$ cat src/rtl/enigma_key_driver.sv
// enigma_key_driver
//   Turns a stream of letter indices (A=0..Z=25) into isolated one-hot key pulses for the
//   rotor/reflector core, samples the core's lamp word and returns the lit letter index.
//   The core steps its first rotor on any asserted key bit. Each letter therefore produces
//   exactly one key pulse, and consecutive pulses are separated by all-zero gap cycles.
//
// Parameters
//   DRIVE_CYCLES  cycles the key is held before the lamp word is sampled (>= 1)
//   GAP_CYCLES    all-zero cycles after key release before the result is offered (>= 1)
//
// Ports
//   clk          clock, rising edge
//   resetn       asynchronous active-low reset
//   in_valid     letter offered
//   in_ready     block can accept a letter (registered, high only in idle)
//   in_letter    letter index; 26..31 are accepted and discarded
//   key_onehot   to core input, bit n = key n pressed
//   lamp_onehot  from core output
//   out_valid    encoded result available
//   out_ready    consumer takes result
//   out_letter   index of lowest set lamp bit, 31 if none set
//   err          lamp word was not exactly one-hot
//
// Configuration
//   ONEHOT_CHECK_EN  when defined, err flags a non-one-hot lamp capture; otherwise err is 0.

module enigma_key_driver #(
  parameter int unsigned DRIVE_CYCLES = 4,
  parameter int unsigned GAP_CYCLES   = 2
) (
  input  logic        clk,
  input  logic        resetn,
  input  logic        in_valid,
  output logic        in_ready,
  input  logic [4:0]  in_letter,
  output logic [25:0] key_onehot,
  input  logic [25:0] lamp_onehot,
  output logic        out_valid,
  input  logic        out_ready,
  output logic [4:0]  out_letter,
  output logic        err
);

  localparam int unsigned CntMax = (DRIVE_CYCLES > GAP_CYCLES) ? DRIVE_CYCLES : GAP_CYCLES;
  localparam int unsigned CntW   = $clog2(CntMax + 1);
  localparam logic [CntW-1:0] DriveLoad = CntW'(DRIVE_CYCLES - 1);
  localparam logic [CntW-1:0] GapLoad   = CntW'(GAP_CYCLES - 1);

  typedef enum logic [1:0] {StIdle, StDrive, StRelease, StOut} state_e;

  state_e          state_q, state_d;
  logic [CntW-1:0] cnt_q, cnt_d;
  logic            cnt_done;
  logic            accept;
  logic            letter_ok;
  logic            capture;
  logic [4:0]      lamp_enc;

  logic            in_ready_d;
  logic [25:0]     key_d;
  logic            out_valid_d;
  logic [4:0]      out_letter_d;

  // in_ready is registered and only ever high in idle, so accept implies idle.
  assign accept    = in_valid & in_ready;
  assign letter_ok = (in_letter <= 5'd25);
  assign cnt_done  = (cnt_q == '0);
  // The last drive cycle is the one whose closing edge samples the lamp word.
  assign capture   = (state_q == StDrive) && cnt_done;

  // Lowest set lamp bit wins; an all-zero word encodes as 31.
  always_comb begin
    lamp_enc = 5'd31;
    for (int i = 25; i >= 0; i--) begin
      if (lamp_onehot[i]) lamp_enc = 5'(i);
    end
  end

  // State register
  always_ff @(posedge clk or negedge resetn) begin
    if (!resetn) begin
      state_q <= StIdle;
      cnt_q   <= '0;
    end else begin
      state_q <= state_d;
      cnt_q   <= cnt_d;
    end
  end

  // Next state; the counter is reloaded on every state entry and counts down to zero.
  always_comb begin
    state_d = state_q;
    cnt_d   = cnt_q;
    unique case (state_q)
      StIdle: begin
        // Out-of-range letters are consumed without leaving idle.
        if (accept && letter_ok) begin
          state_d = StDrive;
          cnt_d   = DriveLoad;
        end
      end
      StDrive: begin
        if (cnt_done) begin
          state_d = StRelease;
          cnt_d   = GapLoad;
        end else begin
          cnt_d = cnt_q - CntW'(1);
        end
      end
      StRelease: begin
        if (cnt_done) begin
          state_d = StOut;
          cnt_d   = '0;
        end else begin
          cnt_d = cnt_q - CntW'(1);
        end
      end
      StOut: begin
        if (out_valid && out_ready) begin
          state_d = StIdle;
          cnt_d   = '0;
        end
      end
      default: begin
        state_d = StIdle;
        cnt_d   = '0;
      end
    endcase
  end

  // Next values of the registered outputs, derived from the upcoming state.
  always_comb begin
    in_ready_d   = (state_d == StIdle);
    out_valid_d  = (state_d == StOut);
    out_letter_d = capture ? lamp_enc : out_letter;
    key_d        = '0;
    if (state_q == StIdle && state_d == StDrive) begin
      key_d = 26'd1 << in_letter;
    end else if (state_q == StDrive && state_d == StDrive) begin
      key_d = key_onehot;
    end
  end

  always_ff @(posedge clk or negedge resetn) begin
    if (!resetn) begin
      in_ready   <= 1'b0;
      key_onehot <= '0;
      out_valid  <= 1'b0;
      out_letter <= '0;
    end else begin
      in_ready   <= in_ready_d;
      key_onehot <= key_d;
      out_valid  <= out_valid_d;
      out_letter <= out_letter_d;
    end
  end

`ifdef ONEHOT_CHECK_EN
  logic lamp_is_onehot;
  logic err_q, err_d;

  // Exactly one bit set: non-zero, and clearing the lowest set bit leaves zero.
  assign lamp_is_onehot = (lamp_onehot != '0) &&
                          ((lamp_onehot & (lamp_onehot - 26'd1)) == '0);

  always_comb begin
    err_d = capture ? ~lamp_is_onehot : err_q;
  end

  always_ff @(posedge clk or negedge resetn) begin
    if (!resetn) begin
      err_q <= 1'b0;
    end else begin
      err_q <= err_d;
    end
  end

  assign err = err_q;
`else
  assign err = 1'b0;
`endif

endmodule
$ cat config.mk
export PLATFORM = sky130hd
export DESIGN_NAME = enigma_key_driver
export DESIGN_NICKNAME = d
export VERILOG_FILES = /design/src/rtl/enigma_key_driver.sv
export SDC_FILE = /design/constraint.sdc
export NUM_CORES = 1
export LEC_CHECK = 0
export ABC_AREA = 1
export BUFFER_PORTS_ARGS = -buffer_cell sky130_fd_sc_hd__clkbuf_2
export CAP_MARGIN = 20
export CELL_PAD_IN_SITES_DETAIL_PLACEMENT = 1
export CELL_PAD_IN_SITES_GLOBAL_PLACEMENT = 2
export CORE_ASPECT_RATIO = 1.75
export CORE_MARGIN = 3
export CORE_UTILIZATION = 27
export DETAILED_ROUTE_END_ITERATION = 16
export GPL_TIMING_DRIVEN = 1
export HOLD_SLACK_MARGIN = 0.03
export PLACE_DENSITY_LB_ADDON = 0.1
export SLEW_MARGIN = 40
export SYNTH_ARGS = -nofsm -noshare
export SYNTH_HDL_FRONTEND = slang
export SYNTH_SLANG_ARGS = --single-unit
$ cat constraint.sdc
create_clock -name clk -period 2 [get_ports clk]
set_input_delay 0.1 -clock clk [delete_from_list [all_inputs] [get_ports clk]]
set_output_delay 0.1 -clock clk [all_outputs]
set_load 0.02 [all_outputs]
==> results.rst <==
.. list-table::
   :header-rows: 1

   * - Metric
     - Value
   * - Routed wire length
     - 5569 um
   * - Delay-heaviest family, CP
     - simple AND/OR/NAND/NOR gates
   * - Vias in the first global route
     - 2042
   * - Peak ir drop on the vdd network
     - 388.3 uV
   * - Cell with the largest stage delay on the worst path
     - sky130_fd_sc_hd__dfrtp_1
   * - Final number of hold-violating endpoints
     - 0
   * - Share of post-route cells with drive strength above 1
     - 28.45%
   * - Number of distinct standard cells referenced by the synthesized netlist
     - 27
   * - Die Outline Area
     - 8425 um2
   * - Fill cell total of the finished layout
     - 921
   * - Die extent in x
     - 70.69 um
   * - R2r setup slk
     - 200 ps
   * - Hold Path Stages
     - 4
   * - Floorplan core area
     - 7007 um2
   * - Largest buffer count on any clock path
     - 2
   * - Register area share after synthesis
     - 48.10%
   * - Final setup fails
     - 0
   * - Critical path endpoint category
     - register
   * - Number of warnings reported in the yosys synthesis log
     - 0
   * - Final weighted congestion in routability-driven placement
     - 0.7962
   * - Worst-case hold path end point
     - out_letter[0]
   * - Top-level I/O count
     - 69
   * - Total chip power
     - 2.746 mW
   * - Number of DRC markers after the initial detailed-route iteration
     - 55
   * - Number of slew-limit violations in the final report
     - 0
   * - CP arrival
     - ~2000 ps
   * - Cell count after placement
     - 415
   * - Cell area after placement
     - 2439 um2
   * - Post-route minimum period
     - 1805 ps
   * - Unrepaired setup endpoints after global routing
     - no
   * - Remaining antenna violation count after routing
     - 0
   * - Count of port buffers added during placement
     - 67
   * - Startpoint of the most critical register-to-register path
     - cnt_q[0]
   * - Detailed-route wire length per cell
     - 13.10 um
   * - Global route overflow
     - 0
   * - Required time reported for the critical path endpoint
     - 2210 ps
   * - Clock Tree Root
     - sky130_fd_sc_hd__clkbuf_16
   * - Number of nets in the synthesized netlist
     - 300
   * - Final net count
     - 377
   * - Result of the run
     - complete, no violations
   * - Launch point of the worst hold path
     - lamp_onehot[0]
   * - Worst min path class
     - in -> reg
   * - Crit-path max FO
     - 5
   * - Antenna Diode Count
     - 0
   * - Highest cell delay on the worst timing path
     - 410 ps
   * - Most common cell after layout, fill and taps aside
     - sky130_fd_sc_hd__clkbuf_2
   * - Mapped cell area
     - 1977 um2
   * - Type of origin of the critical path
     - register
   * - Post-Route Skew
     - 0.9522 ps
   * - Wire length of the first global-routing pass
     - 9356 um
   * - Number of buffers created by CTS
     - 5
   * - Final period utilization
     - 90.23%
   * - Highest-count cells in the layout ignoring fill and taps
     - sky130_fd_sc_hd__clkbuf_2 (67), sky130_fd_sc_hd__nand2_1 (62), sky130_fd_sc_hd__inv_1 (59)
   * - Chain of cells forming the critical path
     - nor2_2 > ha_2 > o21ai_0 > a21oi_2 > nand3_2 > inv_2 > nand3_2 > inv_2 > nand3_1 > o21ai_1
   * - Clock network latency to the later pin of the worst-skew pair
     - 280 ps
   * - Remaining DRCs
     - 0
   * - Clock tree from TritonCTS
     - yes
   * - Post-Synthesis Mean Instance Area
     - 7.517 um2
   * - Antenna violations before repair
     - 0
   * - Leak
     - 1.390 nW
   * - Post-Route Setup TNS
     - 0 ps
   * - Synthesized instance count
     - approximately 260
   * - Maximum Capacitance Violations
     - 0
   * - Flop and latch count out of synthesis
     - 38
   * - Worst reg2reg path depth
     - 10
   * - DIE HEIGHT
     - 119.2 um
   * - Worst-path clk slew
     - 60 ps
   * - FMAX
     - between 500 and 600 MHz
   * - Number of core rows
     - 40
   * - Critical R2R Capture
     - key_onehot[13]
   * - Effective utilization at floorplan
     - around 28%
   * - Pin count of the biggest net entering global routing
     - 28
   * - All-Layer GR Usage
     - 14.27%
   * - Final Non-Filler Cells
     - between 400 and 500
   * - Final non-filler cell area
     - between 2000 and 3000 um2
   * - CTS H-tree lvls
     - 2
   * - Clock Sink Count
     - 38
   * - Total power per unit cell area
     - 1045 nW/um2
   * - Critical path class
     - reg -> reg
   * - Total buffers and inverters traversed by the critical path
     - 2
   * - Count of TritonRoute iterations in the first routing pass
     - 6
   * - Share of the core filled with cells
     - 37.52%
   * - Via total after detailed routing
     - about 1900
   * - Routed vias/inst
     - 4.555
   * - Sum of net half-perimeters after detailed placement
     - 4652 um
   * - P&R area growth vs syn
     - 32.97%
## timing repair
action                                  4_1_cts  5_1_grt
endpoints found under the hold margin        14        0
gates resized for setup                       0        3
endpoints found under the setup margin        0       21
setup buffers                                 0        1
hold buffers                                  1        0
## layer usage
layer / track usage (%) / vias up / part of all wire [%]
met2: 28.14 / 52 / 59
met3: 3.125 / 10 / 5.1
met1: 13.30 / 911 / 33
met5: 0 / - / 0
li1: - / 963 / -
met4: 6.471 / 0 / 2.5
## tightest hold or removal path, stage by stage
cell and delay (ps):
sky130_fd_sc_hd__clkbuf_2 100, sky130_fd_sc_hd__nor2_4 40, sky130_fd_sc_hd__nand2_1 50, sky130_fd_sc_hd__nand2_1 40
## through the flow
step	hold slack [ps]	worst slack, ps
floorplan	-195.6	362.6
global placement	44.15	149.5
detailed placement	47.21	42.78
CTS	99.32	38.05
global route	115.7	4.879
finish	100.7	195.4
## state kept, by name (all words and copies together) (netlist names)
name	flops
in_ready	1
cnt_q	3
key_onehot	26
state_q	2
out_valid	1
out_letter	5
## final cells by class
| type | count | area [um2] | area share, % |
|---|---|---|---|
| Clock buffer | 7 | 132.6 | 5.045 |
| Clock inverter | 1 | 30.03 | 1.142 |
| Inverter | 68 | 255.2 | 9.710 |
| Multi-Input combinational cell | 152 | 757.0 | 28.80 |
| Sequential cell | 38 | 950.9 | 36.17 |
| Tap cell | 84 | 105.1 | 3.998 |
| Timing Repair Buffer | 75 | 397.9 | 15.14 |
## kinds of logic after synthesis
| family | count (synthesis) | share of synthesized area (%) |
|---|---|---|
| compound gates | 42 | 13.35 |
| fa+ha+maj | 2 | 1.266 |
| other cells | 1 | 0.1897 |
| simple gates | 107 | 22.97 |
| buf+inv | 73 | 14.11 |
| flops | 38 | 48.10 |
## how the worst max path moves through the flow
stage	depth (start not counted)	from	slack (ps)	to
floorplan	8	cnt_q[0]	360	key_onehot[0]
global placement	8	cnt_q[0]	150	key_onehot[0]
detailed placement	8	cnt_q[0]	40	key_onehot[16]
CTS	8	cnt_q[0]	40	key_onehot[16]
global route	10	cnt_q[0]	5	key_onehot[11]
finish	10	cnt_q[0]	200	key_onehot[13]
## report_power, final
group / switching, mW / total (mW) / internal, mW
sequential: 0.0839 / 0.953 / 0.869
clock: 0.305 / 0.894 / 0.589
combinational: 0.597 / 0.899 / 0.302
total: 0.986 / 2.75 / 1.76
## synth_stat cells
cell                       instances  area (um2)
sky130_fd_sc_hd__inv_1            59       221.5
sky130_fd_sc_hd__o21ai_0           1       5.000
sky130_fd_sc_hd__a22o_1            2       17.52
sky130_fd_sc_hd__nor3_2            1       10.01
sky130_fd_sc_hd__nor4_1            1       6.260
sky130_fd_sc_hd__nor3_1            6       30.03
sky130_fd_sc_hd__o21ai_1           9       45.04
sky130_fd_sc_hd__nand3_2           2       20.02
sky130_fd_sc_hd__nor2_4            1       11.26
sky130_fd_sc_hd__o31ai_1           2       15.01
sky130_fd_sc_hd__buf_4             1       7.510
sky130_fd_sc_hd__nand2_1          62       232.7
sky130_fd_sc_hd__a21oi_1           2       10.01
sky130_fd_sc_hd__a31oi_1           1       6.260
sky130_fd_sc_hd__nand3_1          11       55.05
sky130_fd_sc_hd__buf_2             1       5.000
sky130_fd_sc_hd__conb_1            1       3.750
sky130_fd_sc_hd__o22ai_1          21       131.4
sky130_fd_sc_hd__clkbuf_1          3       11.26
sky130_fd_sc_hd__inv_2             9       33.78
sky130_fd_sc_hd__dfrtp_1          38       950.9
sky130_fd_sc_hd__ha_1              2       25.02
sky130_fd_sc_hd__a21oi_2           1       8.760
sky130_fd_sc_hd__a32o_1            1       10.01
sky130_fd_sc_hd__nor2_2            1       6.260
sky130_fd_sc_hd__o211ai_1          2       15.01
sky130_fd_sc_hd__nor2_1           22       82.58
(Power assumes the default switching activity.)
